<file path="config.mk">
export PLATFORM = sky130hd
export DESIGN_NAME = image_ram_arbiter
export DESIGN_NICKNAME = d
export VERILOG_FILES = /design/src/rtl/image_pkg.sv /design/src/rtl/image_clear_engine.sv /design/src/rtl/image_ram_arbiter.sv
export SDC_FILE = /design/constraint.sdc
export NUM_CORES = 1
export LEC_CHECK = 0
export ABC_CLOCK_PERIOD_IN_PS = 1690
export BUFFER_PORTS_ARGS = -buffer_cell sky130_fd_sc_hd__buf_2
export CORE_MARGIN = 2
export CORE_UTILIZATION = 44
export CTS_CLUSTER_SIZE = 10
export DETAILED_ROUTE_END_ITERATION = 10
export PLACE_DENSITY = 0.74
export SYNTH_ARGS = -nofsm -noshare
export SYNTH_HDL_FRONTEND = slang
export SYNTH_SLANG_ARGS = --single-unit
</file>
<file path="constraint.sdc">
create_clock -name CLOCK_50 -period 1.69 [get_ports CLOCK_50]
set_input_delay 0.169 -clock CLOCK_50 [delete_from_list [all_inputs] [get_ports CLOCK_50]]
set_output_delay 0.169 -clock CLOCK_50 [all_outputs]
set_load 0.02 [all_outputs]
</file>
<file path="src/rtl/image_pkg.sv">
// Shared image-RAM definitions used by the arbiter, drawing grid and NN core.
package image_pkg;

    localparam int GRID_SIZE = 28;
    localparam int IMG_DEPTH = GRID_SIZE * GRID_SIZE;

    typedef enum logic [1:0] {
        OWN_NONE = 2'd0,
        OWN_DRAW = 2'd1,
        OWN_DISP = 2'd2,
        OWN_NN   = 2'd3
    } owner_t;

    // Travels with each access through the read-return pipeline.
    typedef struct packed {
        owner_t owner;
        logic   oor;
    } read_tag_t;

    typedef enum logic {
        ST_IDLE  = 1'b0,
        ST_CLEAR = 1'b1
    } clear_state_t;

endpackage

</file>
<file path="src/rtl/image_clear_engine.sv">
// Walks every image address once, writing zeros; ignores new requests until finished.
//   state    | meaning
//   ST_IDLE  | RAM free for requesters, counter parked at 0
//   ST_CLEAR | counter address is written with 0 this cycle, counter advances
module image_clear_engine
    import image_pkg::*;
#(
    parameter int DEPTH  = IMG_DEPTH,
    parameter int ADDR_W = 16
) (
    input  logic              CLOCK_50,
    input  logic              reset,
    input  logic              clear_req,
    output logic              clear_busy,
    output logic              clear_done,
    output logic [ADDR_W-1:0] clear_addr
);

    localparam logic [ADDR_W-1:0] LAST_ADDR = ADDR_W'(DEPTH - 1);

    clear_state_t      state_q;
    clear_state_t      state_d;
    logic [ADDR_W-1:0] count_q;
    logic              last_word;

    assign last_word = (count_q == LAST_ADDR);

    always_ff @(posedge CLOCK_50) begin
        if (reset) begin
            state_q <= ST_IDLE;
        end else begin
            state_q <= state_d;
        end
    end

    always_comb begin
        state_d = state_q;
        case (state_q)
            ST_IDLE:  if (clear_req) state_d = ST_CLEAR;
            ST_CLEAR: if (last_word) state_d = ST_IDLE;
            default:  state_d = ST_IDLE;
        endcase
    end

    // Holding the counter at 0 in IDLE makes the first CLEAR cycle start at address 0.
    always_ff @(posedge CLOCK_50) begin
        if (reset) begin
            count_q    <= '0;
            clear_done <= 1'b0;
        end else begin
            clear_done <= (state_q == ST_CLEAR) && last_word;
            if (state_q == ST_CLEAR) begin
                count_q <= count_q + ADDR_W'(1);
            end else begin
                count_q <= '0;
            end
        end
    end

    assign clear_busy = (state_q == ST_CLEAR);
    assign clear_addr = count_q;

endmodule

</file>
<file path="src/rtl/image_ram_arbiter.sv">
// Single-port image RAM arbiter: draw writer, display and NN readers, plus the clear engine.
// Draw has priority; the two readers alternate when both request.
module image_ram_arbiter
    import image_pkg::*;
#(
    parameter int DEPTH       = IMG_DEPTH,
    parameter int ADDR_W      = 16,
    parameter int DATA_W      = 32,
    parameter int RAM_LATENCY = 1
) (
    input  logic              CLOCK_50,
    input  logic              reset,
    input  logic              clear_req,
    output logic              clear_busy,
    output logic              clear_done,
    input  logic              draw_req,
    input  logic [ADDR_W-1:0] draw_addr,
    input  logic [DATA_W-1:0] draw_data,
    output logic              draw_ack,
    input  logic              disp_req,
    input  logic [ADDR_W-1:0] disp_addr,
    output logic              disp_ack,
    output logic              disp_valid,
    output logic [DATA_W-1:0] disp_data,
    input  logic              nn_req,
    input  logic [ADDR_W-1:0] nn_addr,
    output logic              nn_ack,
    output logic              nn_valid,
    output logic [DATA_W-1:0] nn_data,
    output logic [ADDR_W-1:0] ram_addr,
    output logic [DATA_W-1:0] ram_wdata,
    output logic              ram_we,
    input  logic [DATA_W-1:0] ram_rdata
);

    localparam logic [ADDR_W-1:0] DEPTH_A = ADDR_W'(DEPTH);

    logic [ADDR_W-1:0] clear_addr;
    logic              avail;
    logic              rd_avail;
    logic              rr_last_disp;
    read_tag_t         tag_in;
    read_tag_t         tag_q [RAM_LATENCY+1];
    logic [DATA_W-1:0] rd_word;
    logic [DATA_W-1:0] nn_hold;
    logic [DATA_W-1:0] disp_hold;

    image_clear_engine #(
        .DEPTH  (DEPTH),
        .ADDR_W (ADDR_W)
    ) u_clear (
        .CLOCK_50   (CLOCK_50),
        .reset      (reset),
        .clear_req  (clear_req),
        .clear_busy (clear_busy),
        .clear_done (clear_done),
        .clear_addr (clear_addr)
    );

    // The done cycle still carries the last clear write on the RAM pins.
    assign avail    = !reset && !clear_busy && !clear_done;
    assign rd_avail = avail && !draw_req;
    assign draw_ack = avail && draw_req;
    assign nn_ack   = rd_avail && nn_req && (!disp_req || rr_last_disp);
    assign disp_ack = rd_avail && disp_req && (!nn_req || !rr_last_disp);

    always_ff @(posedge CLOCK_50) begin
        if (reset) begin
            rr_last_disp <= 1'b1;
        end else if (nn_ack) begin
            rr_last_disp <= 1'b0;
        end else if (disp_ack) begin
            rr_last_disp <= 1'b1;
        end
    end

    always_ff @(posedge CLOCK_50) begin
        if (reset) begin
            ram_addr  <= '0;
            ram_wdata <= '0;
            ram_we    <= 1'b0;
        end else if (clear_busy) begin
            ram_addr  <= clear_addr;
            ram_wdata <= '0;
            ram_we    <= 1'b1;
        end else if (draw_ack) begin
            ram_addr  <= draw_addr;
            ram_wdata <= draw_data;
            ram_we    <= (draw_addr < DEPTH_A);
        end else if (nn_ack) begin
            ram_addr <= nn_addr;
            ram_we   <= 1'b0;
        end else if (disp_ack) begin
            ram_addr <= disp_addr;
            ram_we   <= 1'b0;
        end else begin
            ram_we <= 1'b0;
        end
    end

    always_comb begin
        tag_in.owner = OWN_NONE;
        tag_in.oor   = 1'b0;
        if (draw_ack) begin
            tag_in.owner = OWN_DRAW;
            tag_in.oor   = (draw_addr >= DEPTH_A);
        end else if (nn_ack) begin
            tag_in.owner = OWN_NN;
            tag_in.oor   = (nn_addr >= DEPTH_A);
        end else if (disp_ack) begin
            tag_in.owner = OWN_DISP;
            tag_in.oor   = (disp_addr >= DEPTH_A);
        end
    end

    // Stage k is visible k+1 cycles after the ack; the last stage lines up with ram_rdata.
    always_ff @(posedge CLOCK_50) begin
        if (reset) begin
            for (int i = 0; i <= RAM_LATENCY; i++) begin
                tag_q[i] <= '0;
            end
        end else begin
            tag_q[0] <= tag_in;
            for (int i = 1; i <= RAM_LATENCY; i++) begin
                tag_q[i] <= tag_q[i-1];
            end
        end
    end

    assign rd_word    = tag_q[RAM_LATENCY].oor ? '0 : ram_rdata;
    assign nn_valid   = (tag_q[RAM_LATENCY].owner == OWN_NN);
    assign disp_valid = (tag_q[RAM_LATENCY].owner == OWN_DISP);
    assign nn_data    = nn_valid ? rd_word : nn_hold;
    assign disp_data  = disp_valid ? rd_word : disp_hold;

    always_ff @(posedge CLOCK_50) begin
        if (reset) begin
            nn_hold   <= '0;
            disp_hold <= '0;
        end else begin
            if (nn_valid) nn_hold <= rd_word;
            if (disp_valid) disp_hold <= rd_word;
        end
    end

endmodule
</file>
---- Yosys cells after proc, flatten, opt, wreduce, memory -nomap -nowiden ----
Memories as Yosys holds them, arrays and structs flattened.
Index checks and enable logic that the tools add are counted.
word-level totals
  register bits ........................... 132
  bits in writable memories ............... 6
  bits of input ports ..................... 118
  output and inout port bits .............. 120
  logic and storage cells ................. 65
  memories ................................ 1
operators by class
  add/subtract/negate cells ............... 1
  magnitude comparators ................... 4
  eq/ne operators ......................... 3
  multiplexer cells ....................... 22
  bitwise operators ....................... 3
  reduce and logical (&&, ||, !) cells .... 22
memories
  name   words  width  read ports  clocked after memory_dff  wr ports  RTL line                 RTL
  tag_q  2      3      2           0                         2         image_ram_arbiter.sv:43  read_tag_t tag_q [RAM_LATENCY+1];
operator list
  operator                 count
  $mux W32                 3
  $mux W16                 4
  $ge A16 B10 Y1 const B   3
  $add A16 B1 Y16 const B  1
  $eq A16 B10 Y1 const B   1
  $lt A16 B10 Y1 const B   1
  $mux W3                  5
  $logic_and A1 B1 Y1      9
  $mux W1                  9
  $logic_not A1 Y1         7
  $eq A2 B2 Y1 const B     2
  $reduce_bool A4 Y1       1
  $reduce_or A2 Y1         2
  $logic_or A1 B1 Y1       2
  $or A1 B1 Y1             2
  $pmux W1 S2              1
  $reduce_bool A2 Y1       1
  $not A1 Y1               1

---- Logic depth before layout (Yosys ltp) ----
  word-level depth ........................ 10
  mapped depth ............................ 7
  gate-level depth less buffers ........... 5

---- Cells and area by module ----
A second synthesis with hierarchy kept.
second synthesis, totals
  cells, all modules ...................... 727
  area, all modules ....................... 5,967.0 µm²
modules (own cells, without submodules)
  module              times used  cells each  area each (µm²)  seq. area each (µm²)
  image_ram_arbiter   1           636         5,132.4          2,402.3
  image_clear_engine  1           91          834.6            360.3

---- Worst setup path before layout ----
Ideal clock, no wire load.
  kind .................................... reg-to-reg
  start point ............................. reg u_clear.state_q (netlist: u_clear.clear_busy)
  end point ............................... mem tag_q[0][0] (netlist bit)
  data arrival time ....................... 1.565 ns
  setup slack ............................. 0.009 ns
  cell stages (with the launch flop) ...... 6
  path buffers ............................ 1
  path through ............................ dfxtp_1 or4b_4 buf_6 nor4_1 o21ai_0 o211a_1
RTL lines
  element                 RTL line                  RTL
  start, declared         image_clear_engine.sv:21  clear_state_t state_q;
  start signal, assigned  image_clear_engine.sv:32  state_q <= state_d;
  end, declared           image_ram_arbiter.sv:43

---- Worst setup path after layout ----
  start point ............................. reg u_clear.clear_done
  end point ............................... reg ram_wdata[16]
between the ends
  word-level cells in the longest chain between the ends .. 3
RTL lines
  element                 RTL line                  RTL
  start, declared         image_clear_engine.sv:15  output logic clear_done,
  start signal, assigned  image_clear_engine.sv:51  clear_done <= (state_q == ST_CLEAR) && last_word;
  $logic_not A1 Y1        image_ram_arbiter.sv:61   assign avail = !reset && !clear_busy && !clear_done;
  $logic_and A1 B1 Y1     image_ram_arbiter.sv:61
  $logic_and A1 B1 Y1     image_ram_arbiter.sv:63   assign draw_ack = avail && draw_req;
  end signal, assigned    image_ram_arbiter.sv:88   ram_wdata <= draw_data;
  end, declared           image_ram_arbiter.sv:31   output logic [DATA_W-1:0] ram_wdata,
Every way passes these cells.
A chain may end at the register's enable or synchronous reset.

==> qor.yml <==
status: "finished with violations"
failed_checks: "setup timing"
hold_path.class: "in2reg"
grt_max_degree: 45
setup.worst_path.class: "reg2reg"
grt_pass1_wl_mm: 29.3
synthTopCellsByCount: "nand2_1 (152), dfxtp_1 (138), o21ai_0 (72)"
dieArea_sq_mm: 0.0141
insertion_delay_ns: 0.42
antenna_found_initial: 2
layout_setup_ws_ns: -0.0744
synth-seq-area-share: 0.477
arrival_ns: 2.10
min_period_ns: 1.76
total_power_w: 0.00834
setup_viol: 7
synth.area.top_cells: "dfxtp_1 (48%), nand2_1 (9.8%), and2_1 (7.0%)"
worst_slew_margin_rel: 0.648
period_share: 1.04
synthFlopType: "dfxtp_1"
syn_area_per_cell_sq_um: 8.26
drc: 0
worstPathMaxFanout: 16
synth_edf_count: 0
dp_slack_ns: 0.0138
row_count: 41
cellLeakagePower_nw: 4.04
synth-seq-cells: 138
cp-end-kind: "flop"
synthDominantCellAreaShare: 0.477
vdd.ir_drop.worst_mv: 0.604
cts_buffer_depth: 2
routedWlPerCell_microns: 17.4
dieHeight_microns: 119
synthArstFlopShare: 0
cts_made_buffers: 17
gp_congestion: 0.839
synth_cell_types: 44
syn_area_sq_mm: 0.00580
start_kind: "flop"
fin_nets: 1103
die-width_microns: 119
worst_slew_pin_slew_ns: 0.527
cts.clk_slew.worst_paths_ns: 0.06
fillers: 929
hold_viol_final: 0
syn_inst: 702
synth_top_cell_by_area: "dfxtp_1"
rsz0062_at_grt: "true"
vias: 6281
fmax_ghz: 0.567
stdcell_area_sq_mm: 0.00918
ant_nets: 0
cts_tree: "yes"
max-cap-violations: 0
clock-root-buffer: "clkbuf_16"
port_buffers: 237
first_pass_iters: 5
placed_area_sq_mm: 0.00726
grt-ovfl-total: 0
grt_pass1_vias: 5684
required_ns: 2.02
grt_use_total: 0.262
drive_gt1_frac: 0.413
initial_core_util: 0.456
totalWireLength_mm: 20.4
ios: 238
maxSlewViolCount: 0
core_sq_mm: 0.0127
synth_warnings: 0
drtIter0Drc: 454
syn_nets: 821
synth_most_common_cell: "nand2_1"
area_growth_pct: 58.4
h-tree-depth: 4
cts.sinks: 138
p_per_area_mw_per_mm2: 908
hpwl_mm: 12.2
viasPerCell: 5.36
finClkSkew_ns: 0.00669
final_util: 0.722
cells by family (layout without fill, tap and decap cells):
| family | Yosys count | in the layout | synth area share |
|---|---|---|---|
| flip-flops | 138 | 138 | 0.477 |
| other | 0 | 2 | 0 |
| XOR/XNOR | 11 | 11 | 0.0166 |
| multiplexers | 4 | 4 | 0.00691 |
| adder cells (fa/ha/maj) | 1 | 1 | 0.00216 |
| buffers and inverters | 58 | 352 | 0.0427 |
| AND/OR/NAND/NOR | 334 | 335 | 0.290 |
| AO/OA/AOI/OAI | 156 | 156 | 0.165 |
flip-flops by register name (all words and copies together) (netlist names), 6 cells and up:
register,count
disp_hold,32
nn_hold,32
ram_wdata,32
ram_addr,16
u_clear.clear_addr,16
tag_q,6
per-layer routing:
layer,GRT usage,vias up,wire length (microns)
li1,-,3002,-
met1,0.314,2865,7980
met2,0.423,353,10000
met3,0.0671,61,1580
met4,0.156,0,856
met5,0,-,0
worst max-delay path, cell delays in order, from the launching register on:
cell and delay (ns):
dfxtp_4 0.36, or4b_4 0.54, inv_4 0.08, buf_4 0.11
bufbuf_16 0.27, nand2_1 0.10, a21oi_2 0.22
final timing paths:
path,startpoint,end,slack (ns),cells after the start
worst min register to register,tag_q[0][2]$_SDFF_PP0_,tag_q[0][5]$_SDFF_PP0_,0.44,1
worst max-delay path,u_clear.clear_done$_SDFF_PP0_,ram_wdata[16]$_SDFFE_PP0P_,-0.07,6
worst max register to register,u_clear.clear_done$_SDFF_PP0_,ram_wdata[16]$_SDFFE_PP0P_,-0.07,6
worst min-delay path,draw_data[17],ram_wdata[17]$_SDFFE_PP0P_,0.02,3
where the power goes:
part / leakage [nW] / internal [W] / switching, W / total, W
logic: 2.63 / 0.000498 / 0.000608 / 0.00111
clock network: 0.291 / 0.00243 / 0.00142 / 0.00385
registers: 1.12 / 0.00333 / 0.0000519 / 0.00339
placed cells by master, fill, tap and decap left out, types with 8 or more instances in the layout:
cell | Yosys | routed
nor2_1 | 19 | 18
buf_2 | 5 | 175
o21ai_2 | 0 | 48
a21oi_1 | 37 | 34
nand2b_4 | 0 | 10
o21ai_1 | 0 | 14
nand3_1 | 19 | 19
nand2_2 | 0 | 12
buf_6 | 2 | 33
a221oi_1 | 22 | 22
nand2_1 | 152 | 138
and2_1 | 65 | 65
dlygate4sd3_1 | 0 | 29
a311oi_1 | 10 | 10
buf_12 | 0 | 8
clkbuf_16 | 0 | 22
nand2b_1 | 35 | 26
dfxtp_1 | 138 | 134
buf_4 | 1 | 59
repair_timing:
action / in CTS / in global routing
endpoints found under the setup margin: 69 / 87
gates cloned: 1 / 8
pin swaps: 3 / 2
setup buffers: 9 / 1
hold buffers: 29 / 0
resized for setup: 67 / 213
endpoints found under the hold margin: 29 / 0
cell type report:
| cell class | count | area, sq um | area share |
|---|---|---|---|
| flip-flops and latches | 138 | 2780 | 0.302 |
| multi-input cells | 507 | 3180 | 0.346 |
| clock inverters | 11 | 144 | 0.0157 |
| repair buffers | 314 | 2360 | 0.257 |
| inverters | 6 | 37.5 | 0.00409 |
| well taps | 172 | 215 | 0.0234 |
| clock buffers | 21 | 470 | 0.0512 |
| diodes | 2 | 5.00 | 0.000545 |
stage by stage:
stage                     instances  hold WS, ns  TNS [ns]
after global placement         1089        0.410         0
after global routing           1171       0.0186     -1.37
after detailed placement       1089        0.413         0
final                          1171       0.0177    -0.234
after floorplan                 702        0.305         0
after CTS                      1160       0.0111    -0.129
Power figures use the tool's default switching activity.
